**src/rtl/miriscv_mem_arbiter.sv**
```systemverilog
// Two-master (fetch/LSU) arbiter onto a single in-order memory port with an owner FIFO for response routing.
// Define MIRISCV_ARB_FAIRNESS_EN to force a waiting fetch through after STARVE_LIMIT consecutive data grants.
module miriscv_mem_arbiter #(
   parameter int OUTSTANDING  = 2,
   parameter int STARVE_LIMIT = 4
) (
   input  logic        clk_i,
   input  logic        rst_i,
   input  logic        instr_req_i,
   input  logic [31:0] instr_addr_i,
   output logic        instr_gnt_o,
   output logic        instr_rvalid_o,
   output logic [31:0] instr_rdata_o,
   input  logic        data_req_i,
   input  logic        data_we_i,
   input  logic [3:0]  data_be_i,
   input  logic [31:0] data_addr_i,
   input  logic [31:0] data_wdata_i,
   output logic        data_gnt_o,
   output logic        data_rvalid_o,
   output logic [31:0] data_rdata_o,
   output logic        mem_req_o,
   output logic        mem_we_o,
   output logic [3:0]  mem_be_o,
   output logic [31:0] mem_addr_o,
   output logic [31:0] mem_wdata_o,
   input  logic        mem_gnt_i,
   input  logic        mem_rvalid_i,
   input  logic [31:0] mem_rdata_i
);

   localparam int PTR_W = (OUTSTANDING > 1) ? $clog2(OUTSTANDING) : 1;
   localparam int CNT_W = $clog2(OUTSTANDING + 1);
   localparam logic [CNT_W-1:0] MAX_CNT  = CNT_W'(OUTSTANDING);
   localparam logic [PTR_W-1:0] LAST_PTR = PTR_W'(OUTSTANDING - 1);

   logic [CNT_W-1:0]       count;
   logic [PTR_W-1:0]       wr_ptr;
   logic [PTR_W-1:0]       rd_ptr;
   logic [OUTSTANDING-1:0] owner_fifo;
   logic                   lock;
   logic                   lock_owner;
   logic                   sel_data;
   logic                   grant;
   logic                   pop;
   logic                   head;
   logic                   has_pending;

   function automatic logic [PTR_W-1:0] ptr_next(input logic [PTR_W-1:0] p);
      if (p == LAST_PTR) return '0;
      return p + 1'b1;
   endfunction

`ifdef MIRISCV_ARB_FAIRNESS_EN
   localparam int STARVE_W = $clog2(STARVE_LIMIT + 1);
   localparam logic [STARVE_W-1:0] STARVE_LAST = STARVE_W'(STARVE_LIMIT - 1);
   localparam logic [STARVE_W-1:0] STARVE_MAX  = STARVE_W'(STARVE_LIMIT);

   logic [STARVE_W-1:0] starve_cnt;
   logic                force_instr;

   // Force flag is sticky until the fetch actually wins, even if the LSU goes quiet meanwhile.
   always_ff @(posedge clk_i) begin
      if (rst_i) begin
         starve_cnt  <= '0;
         force_instr <= 1'b0;
      end else if (instr_gnt_o) begin
         starve_cnt  <= '0;
         force_instr <= 1'b0;
      end else if (!instr_req_i) begin
         starve_cnt  <= '0;
      end else if (data_gnt_o && (starve_cnt != STARVE_MAX)) begin
         starve_cnt <= starve_cnt + 1'b1;
         if (starve_cnt == STARVE_LAST) force_instr <= 1'b1;
      end
   end
`endif

   always_comb begin
      sel_data = 1'b0;
      if (lock) sel_data = lock_owner;
`ifdef MIRISCV_ARB_FAIRNESS_EN
      else if (force_instr && instr_req_i) sel_data = 1'b0;
`endif
      else if (data_req_i) sel_data = 1'b1;
   end

   assign has_pending = (count != '0);
   assign mem_req_o   = (instr_req_i | data_req_i) & (count < MAX_CNT) & ~rst_i;
   assign grant       = mem_req_o & mem_gnt_i;
   assign instr_gnt_o = grant & ~sel_data;
   assign data_gnt_o  = grant & sel_data;

   assign mem_we_o    = sel_data ? data_we_i    : 1'b0;
   assign mem_be_o    = sel_data ? data_be_i    : 4'hF;
   assign mem_addr_o  = sel_data ? data_addr_i  : instr_addr_i;
   assign mem_wdata_o = sel_data ? data_wdata_i : 32'h0;

   // While locked only the owner can be selected, so any grant is necessarily the owner's.
   always_ff @(posedge clk_i) begin
      if (rst_i) begin
         lock       <= 1'b0;
         lock_owner <= 1'b0;
      end else if (grant) begin
         lock <= 1'b0;
      end else if (mem_req_o) begin
         lock       <= 1'b1;
         lock_owner <= sel_data;
      end
   end

   assign pop  = mem_rvalid_i & has_pending & ~rst_i;
   assign head = owner_fifo[rd_ptr];

   always_ff @(posedge clk_i) begin
      if (grant) owner_fifo[wr_ptr] <= sel_data;
   end

   always_ff @(posedge clk_i) begin
      if (rst_i) begin
         count  <= '0;
         wr_ptr <= '0;
         rd_ptr <= '0;
      end else begin
         if (grant) wr_ptr <= ptr_next(wr_ptr);
         if (pop)   rd_ptr <= ptr_next(rd_ptr);
         if (grant && !pop)      count <= count + 1'b1;
         else if (pop && !grant) count <= count - 1'b1;
      end
   end

   assign instr_rvalid_o = pop & ~head;
   assign data_rvalid_o  = pop & head;
   assign instr_rdata_o  = mem_rdata_i;
   assign data_rdata_o   = mem_rdata_i;

endmodule

```
**config.mk**
```make
export PLATFORM = sky130hd
export DESIGN_NAME = miriscv_mem_arbiter
export DESIGN_NICKNAME = d
export VERILOG_FILES = /design/src/rtl/miriscv_mem_arbiter.sv
export SDC_FILE = /design/constraint.sdc
export NUM_CORES = 1
export LEC_CHECK = 0
export ABC_AREA = 1
export BUFFER_PORTS_ARGS = -buffer_cell sky130_fd_sc_hd__clkbuf_2
export CORE_AREA = 2 2 108 110
export DETAILED_ROUTE_END_ITERATION = 7
export DIE_AREA = 0 0 110 112
export PLACE_DENSITY_LB_ADDON = 0.15
export REMOVE_ABC_BUFFERS = 1
export SLEW_MARGIN = 5
export SYNTH_ARGS = -nofsm -noshare
export SYNTH_HDL_FRONTEND = slang
export SYNTH_SLANG_ARGS = --single-unit
```
**constraint.sdc**
```tcl
create_clock -name clk_i -period 2.8 [get_ports clk_i]
set_input_delay 0.28 -clock clk_i [delete_from_list [all_inputs] [get_ports clk_i]]
set_output_delay 0.28 -clock clk_i [all_outputs]
set_load 0.005 [all_outputs]
```
==> results of run 1 <==
-- per-layer routing --
metal	part of all wire (%)	vias up	GRT usage (%)	wire length, um
met5	1.0	-	5.04	96
met1	40	858	17.3	3770
met3	26	14	16.5	2430
met2	33	206	16.5	3120
met4	0.31	6	1.27	29
li1	-	1031	-	-
-- flip-flops by register name, summed over array words and instances, names as in the netlist --
signal	count
lock	1
owner_fifo	2
lock_owner	1
count	2
rd_ptr	1
wr_ptr	1
-- layout make-up --
| class | count | area, um^2 | area share (%) |
|---|---|---|---|
| well taps | 143 | 179 | 7.99 |
| flip-flops and latches | 8 | 180 | 8.04 |
| repair buffers | 181 | 908 | 40.6 |
| inverters | 49 | 186 | 8.32 |
| clock buffers | 4 | 78.8 | 3.52 |
| multi-input cells | 174 | 707 | 31.6 |
-- metrics by stage --
stage	hold WS (ns)	worst slack (ns)	instances
4_1_cts	0.245	0.771	559
6_report	0.246	0.823	559
5_1_grt	0.257	0.616	559
3_3_place_gp	0.485	0.954	555
2_1_floorplan	0.352	1.34	231
3_5_place_dp	0.486	0.956	555
-- power by group --
group          total (uW)  switching, uW  internal [uW]
Clock                 247           57.0            190
Combinational         425            237            188
Sequential            138           7.58            131
Total                 810            301            508
-- worst max-delay path, delay by kind of cell, from the launching register on --
family,cells,cell delay (ns)
buffers and inverters,3,0.61
DFF,1,0.30
and+or+nand+nor,4,0.53
-- synthesized netlist by cell type (2+ instances only) --
master      n  area share (%)
o21ai_0     2            0.62
inv_1      48              11
nor2_1     44              10
or2_1       4             1.6
buf_4      67              31
nand2_1   112              26
dfxtp_1     6             7.5
nand3_1     2            0.62
a21oi_1     2            0.62
edfxtp_1    2             3.7
buf_2       7             2.2
-- path summary, 6_finish.rpt --
check	startpoint	end	slack [ns]	cells past startpoint
worst max-delay path	lock$_SDFFE_PP0N_	mem_addr_o[16]	0.82	7
worst min-delay path	rst_i	wr_ptr$_SDFFE_PP0P_	0.25	2
worst max register to register	count[1]$_SDFFE_PP0P_	count[1]$_SDFFE_PP0P_	1.38	8
worst min register to register	lock$_SDFFE_PP0N_	lock$_SDFFE_PP0N_	0.49	2
-- kinds of logic after synthesis --
group,after synthesis
AO/OA/AOI/OAI,5
adder cells (fa/ha/maj),1
buffers and inverters,123
flip-flops,8
AND/OR/NAND/NOR,168
==> impl_metrics.toml, run 1 <==
[layout]
nets = 557
antennaDiodeCount = 0
most-common-layout-cells = "180 x clkbuf_2, 112 x nand2_1, 48 x inv_1"
post-route-util_pct = 20.0
nFillCells = 1305
area_delta_synth_final_pct = 39.0
final_common_cell = "clkbuf_2"
drive_gt1_share_pct = 45.4
final_area_um2 = 2240

[logic_synthesis]
ys_async_sr_fraction_pct = 0
netlist_area_um2 = 1610
synth_xor_area_share_pct = 0
synth_top_family_by_area = "buffers and inverters"
synth_compound_gate_area_share_pct = 1.71
muxShareOfSynthArea_pct = 0
synthAdderAreaFrac_pct = 0.776
yosys_register_bits = 8
syn_avg_cell_area_um2 = 5.28
synthFlopType = "dfxtp_1"
yosys.area_share.simple_pct = 41.4
synth-edff-count = 2
ys_seq_area_share_pct = 11.2
ys_types = 20
syn_inst = 305
yosys_warnings = 0

[routing]
drt_wl_total_mm = 9.44
drc = 0
ant_nets = 0
wl_per_cell_um = 16.9
dr.pass1.iters = 4
dr_total_vias = 2115
drt_iter0_drc = 72
via_per_inst = 3.78

[global_routing]
grt_pass1_wl_mm = 12.5
grt_antenna_before_repair = 2
grt_pass1_vias = 1999
grt_max_degree = 37
grt_usage_pct = 14.3
overflow = 0

[cts]
cts_sinks = 8
hold_buffers = 0
clock_latency_ns = 0.23
clock_path_buffers = 2
cts_tree = "done"
cts.repair.resized = 0
clk_pin_slew_ns = 0.04
cts_htree_levels = 1
clock-root-buffer = "clkbuf_16"
cts_setup_buffers = 0
cts_made_buffers = 3

[hold_path]
hold_class = "input pin to flop"

[sta]
rsz0062_at_grt = "no"
period_needed_ns = 1.98
finClkSkew_ns = 0.00198
finalSetupViolations = 0
fin_crit_sh_pct = 70.6
hold_violations = 0
worst_pin_slew_ns = 0.393
max_freq_mhz = 506
setup_tns_ns = 0
drv_slew = 0
maxSlewHeadroom_pct = 73.8

[outcome]
status = "finished clean"

[place]
portBuffers = 180
placed_area_um2 = 2160
gp_congestion = 0.791
hpwl_mm = 8.37

[setup_path]
critPathKind = "flop to primary output"
worst_path_largest_cell_delay_ns = 0.43
path_max_fanout = 36
cp_cell_sequence = "inv_1 > nand2_2 > nand2_4 > buf_4 > nand2_1 > nand2_1 > clkbuf_2"
critPathLaunchType = "flop"
critical-path-slowest-cell = "buf_4"
cp_data_required_time_ns = 2.52
cp.arrival_ns = 1.70
cp_common_cell = "nand2_1"
end_kind = "primary output"

[floorplanning]
core_um2 = 11200
io_pins = 277
initial_utilization_pct = 14.4
die_x_um = 110
dieArea_um2 = 12300
rows = 39
die_h_um = 112

[pwr]
p_total_uw = 810
vdd_drop_max_mv = 0.139
powerDensity_nw_per_um2 = 361
leakagePower_uw = 0.00158

[run]
maxCapViolations = 0
Power figures use the tool's default switching activity.
==> run 2: changes to the inputs <==
- clock period: 2.8 -> 1.6 ns (I/O delays scaled with it)
==> run 2 against run 1 <==
Against the previous run: utilization rose by 0.45 points; clock power rose by 78%; critical path depth fell by 1; clock skew fell by 0.0017 ns; non-clock buffer count rose by 3; cell count rose by 0.72%; count of clock-buffer cells in the layout did not move; global-route usage rose by 0.33 points; flip-flop and latch count did not move; power rose by 80%; wire length rose by 1.8%; combinational power rose by 82%; largest cell class unchanged.
==> impl_metrics.toml, run 2 (same netlist as run 1, synthesis figures left out) <==
[setup_path]
critical-path-slowest-cell = "dfxtp_1"
cp_data_required_time_ns = 1.44
critPathKind = "flop to primary output"
reg2regPathDepth = 8
critPathLaunchType = "flop"
path_max_fanout = 33
cp_cell_sequence = "inv_1 > nand2_2 > nand2_4 > buf_12 > or2_1 > clkbuf_2"
worst_path_largest_cell_delay_ns = 0.32
cp.arrival_ns = 1.33
end_kind = "primary output"

[sta]
finalSetupViolations = 0
rsz0062_at_grt = "no"
maxSlewHeadroom_pct = 82.0
drv_slew = 0
period_needed_ns = 1.49
setup_tns_ns = 0
fin_crit_sh_pct = 93.3
finClkSkew_ns = 0.000333
hold_violations = 0
max_freq_mhz = 670
worst_pin_slew_ns = 0.267

[layout]
final_common_cell = "clkbuf_2"
area_delta_synth_final_pct = 42.1
drive_gt1_share_pct = 45.8
nets = 560
most-common-layout-cells = "180 x clkbuf_2, 112 x nand2_1, 48 x inv_1"
top_regs = "count x2, owner_fifo x2"
post-route-util_pct = 20.5

[floorplanning]
die_h_um = 112
io_pins = 277
initial_utilization_pct = 14.4
dieArea_um2 = 12300
rows = 39
die_x_um = 110
core_um2 = 11200

[routing]
ant_nets = 0
via_per_inst = 3.78
wl_per_cell_um = 17.1
drc = 0
dr_total_vias = 2130
dr.pass1.iters = 4
drt_iter0_drc = 73
drt_wl_total_mm = 9.61

[pwr]
powerDensity_nw_per_um2 = 635
vdd_drop_max_mv = 0.328
leakagePower_uw = 0.00160

[place]
hpwl_mm = 8.61
gp_congestion = 0.811
portBuffers = 180

[cts]
cts_htree_levels = 1
cts_sinks = 8
clock_path_buffers = 2
clock_latency_ns = 0.23
cts_tree = "done"
clk_pin_slew_ns = 0.04
clock-root-buffer = "clkbuf_16"
cts_made_buffers = 3

[outcome]
status = "finished clean"

[global_routing]
grt_usage_pct = 14.6
grt_pass1_wl_mm = 12.6
grt_antenna_before_repair = 2
overflow = 0
grt_max_degree = 37
grt_pass1_vias = 2057

[hold_path]
hold_class = "input pin to flop"
hold_path_depth = 2

[run]
maxCapViolations = 0
==> run 2: metrics by stage <==
stage | cells | hold WS, ns | total power (uW) | area (um^2) | worst slack, ns
finish | 563 | 0.141 | 1450 | 2290 | 0.108
global route | 562 | 0.139 | 1590 | 2290 | 0.0207
CTS | 562 | 0.139 | 1470 | 2270 | 0.00515
detailed placement | 558 | 0.320 | 1030 | 2200 | 0.196
global placement | 558 | 0.320 | 1030 | 2200 | 0.212
floorplan | 231 | 0.232 | 572 | 1070 | 0.260
==> run 2: report_power, final <==
| group | total, uW | switching [uW] | internal, uW |
|---|---|---|---|
| registers | 242 | 13.0 | 229 |
| clock network | 439 | 106 | 333 |
| logic | 774 | 420 | 354 |
| total | 1450 | 539 | 915 |
==> run 2: final timing paths <==
check                        start                     to  slack, ns
max              lock$_SDFFE_PP0N_            mem_be_o[0]       0.11
max reg2reg  count[1]$_SDFFE_PP0P_  count[1]$_SDFFE_PP0P_       0.18
min reg2reg      lock$_SDFFE_PP0N_      lock$_SDFFE_PP0N_       0.49
min                          rst_i    wr_ptr$_SDFFE_PP0P_       0.14
==> run 2: metal layers <==
metal	part of all wire, %	wire length [um]	global-route usage [%]
met3	26	2520	17.2
met1	39	3720	16.7
met2	34	3280	17.9
met4	0.24	23	1.01
met5	0.72	69	5.04
==> run 2: cell type report <==
type / instances / area [um^2]
Sequential cell: 8 / 180
Inverter: 49 / 191
Multi-Input combinational cell: 174 / 707
Antenna cell: 1 / 2.50
Timing Repair Buffer: 184 / 951
Clock buffer: 4 / 78.8
Fill cell: 1312 / 8880
Tap cell: 143 / 179
==> run 2: worst max-delay path: cells and delay by family (launching register included) <==
family,cells,cell delay (ns)
buffers and inverters,3,0.36
flip-flops,1,0.32
AND/OR/NAND/NOR,3,0.39
==> run 2: repair_timing <==
action	4_1_cts	5_1_grt
setup endpoints to repair	0	32
buffers inserted	0	0
gates resized for setup	0	4
hold buffers	0	0
endpoints found under the hold margin	0	0
==> run 3: changes to the inputs <==
- REMOVE_ABC_BUFFERS: 1 -> unset
==> run 3 against run 2 <==
Against the previous run: sequential share of layout area barely moved; largest cell class unchanged; setup slack better by 0.029 ns; critical path type unchanged; critical endpoint is now mem_addr_o[14]; sequential power barely moved.
==> impl_metrics.toml, run 3 (same netlist as run 1, synthesis figures left out) <==
[outcome]
status = "finished clean"

[pwr]
vdd_drop_max_mv = 0.355
p_sw_share_pct = 36.2
powerDensity_nw_per_um2 = 621
netSwitchingPower_uw = 512
p_seq_share_pct = 17.2
leakagePower_uw = 0.00160
pwr-share-comb_pct = 53.1
clkPwrFrac_pct = 29.7
intPower_uw = 901

[hold_path]
hold_end = "wr_ptr$_SDFFE_PP0P_"
hold_path_depth = 2
hold_path_startpoint = "rst_i"
hold_class = "input pin to flop"

[floorplanning]
dieArea_um2 = 12300
rows = 39
io_pins = 277
die_h_um = 112
initial_utilization_pct = 14.4
die_x_um = 110
core_um2 = 11200

[global_routing]
grt_antenna_before_repair = 0
grt_max_degree = 41
grt_usage_pct = 8.23
overflow = 0
grt_pass1_wl_mm = 7.89
grt_pass1_vias = 1661

[routing]
drt_wl_total_mm = 5.73
wl_per_cell_um = 10.2
ant_nets = 0
via_per_inst = 3.55
drc = 0
dr.pass1.iters = 4
drt_iter0_drc = 70
dr_total_vias = 1988

[place]
hpwl_mm = 4.83
gp_congestion = 0.771
portBuffers = 180
placed_area_um2 = 2190

[setup_path]
critical-path-slowest-cell = "dfxtp_1"
rrSetupSlack_ns = 0.17
cp.arrival_ns = 1.30
end_kind = "primary output"
path_max_fanout = 30
rr_endpoint = "count[1]$_SDFFE_PP0P_"
cp_cell_sequence = "inv_1 > nand2_1 > nand2_4 > buf_8 > nand2_1 > nand2_1 > clkbuf_2"
worst_path_largest_cell_delay_ns = 0.29
timing.rr.start = "count[1]$_SDFFE_PP0P_"
critPathLaunchType = "flop"
cp_common_cell = "nand2_1"
cp_data_required_time_ns = 1.44
reg2regPathDepth = 8
critPathKind = "flop to primary output"
path_delay_family = "buffers and inverters"
crit_cells = 7
cp_num_buf_inv = 3

[cts]
cts_tree = "done"
clock_latency_ns = 0.23
cts_sinks = 8
cts_made_buffers = 3
cts_htree_levels = 1
hold_buffers = 0
clk_pin_slew_ns = 0.04
clock-root-buffer = "clkbuf_16"
clock_path_buffers = 2

[sta]
maxSlewHeadroom_pct = 85.6
hold_violations = 0
worst_pin_slew_ns = 0.214
drv_slew = 0
fin_crit_sh_pct = 91.5
whs_ns = 0.142
setup_tns_ns = 0
finClkSkew_ns = 0.00121
rsz0062_at_grt = "no"
max_freq_mhz = 683
period_needed_ns = 1.46
finalSetupViolations = 0

[layout]
nFillCells = 1309
post-route-util_pct = 20.4
final_area_um2 = 2280
nets = 559
drive_gt1_share_pct = 45.8
top_regs = "count x2, owner_fifo x2"
antennaDiodeCount = 0
most-common-layout-cells = "180 x clkbuf_2, 112 x nand2_1, 48 x inv_1"
final_common_cell = "clkbuf_2"
area_delta_synth_final_pct = 41.2

[logic_synthesis]
synth_nets = 445

[run]
maxCapViolations = 0
run 3: worst max-delay path by stage:
| stage | start | endpoint | slack (ns) |
|---|---|---|---|
| after floorplan | count[1]$_SDFFE_PP0P_ | count[1]$_SDFFE_PP0P_ | 0.31 |
| after global routing | lock_owner$_SDFFE_PP0P_ | mem_addr_o[14] | 0.02 |
| after detailed placement | count[1]$_SDFFE_PP0P_ | count[1]$_SDFFE_PP0P_ | 0.17 |
| after CTS | lock_owner$_SDFFE_PP0P_ | mem_addr_o[28] | 0.02 |
| final | lock_owner$_SDFFE_PP0P_ | mem_addr_o[14] | 0.14 |
| after global placement | count[1]$_SDFFE_PP0P_ | count[1]$_SDFFE_PP0P_ | 0.20 |
run 3: timing repair:
action                     CTS  global route
resized for setup            1             3
setup buffers                0             0
setup endpoints to repair    2            33
gates cloned                 0             0
run 3: per-layer routing:
layer / GRT usage (%) / up-vias / part of all wire [%]
met2: 16.0 / 121 / 52
li1: - / 1036 / -
met1: 8.30 / 807 / 35
met5: 0 / - / 0
met3: 1.64 / 24 / 10
met4: 3.21 / 0 / 3.4
run 3: final cells by class:
type / instances / area, um^2 / share of cell area, %
timing repair buffer: 183 / 943 / 41.5
multi-input combinational: 174 / 707 / 31.1
inverter: 49 / 191 / 8.41
sequential: 8 / 180 / 7.92
tap: 143 / 179 / 7.86
clock buffer: 3 / 75.1 / 3.30
run 3: power by group through the flow:
stage / Clock, uW / Combinational, uW / Sequential (uW)
after CTS: 430 / 764 / 242
after global placement: 0 / 763 / 245
after detailed placement: 0 / 757 / 246
after floorplan: 0 / 492 / 242
final: 420 / 750 / 243
after global routing: 440 / 865 / 245
run 3: worst reg2reg max path, cell delays in order (launching register included):
cell and delay (ns):
dfxtp_1 0.33, nor2_2 0.19, nand3_2 0.16, inv_1 0.09, ha_1 0.22, inv_1 0.08, nand3_1 0.10, nor2_1 0.10
nor2_1 0.05
run 3: metrics by stage:
stage / setup slack, ns / total power [uW] / cells
6_report: 0.136 / 1410 / 560
5_1_grt: 0.0220 / 1550 / 560
4_1_cts: 0.0178 / 1440 / 560
3_5_place_dp: 0.174 / 1000 / 557
3_3_place_gp: 0.205 / 1010 / 557
2_1_floorplan: 0.309 / 734 / 305
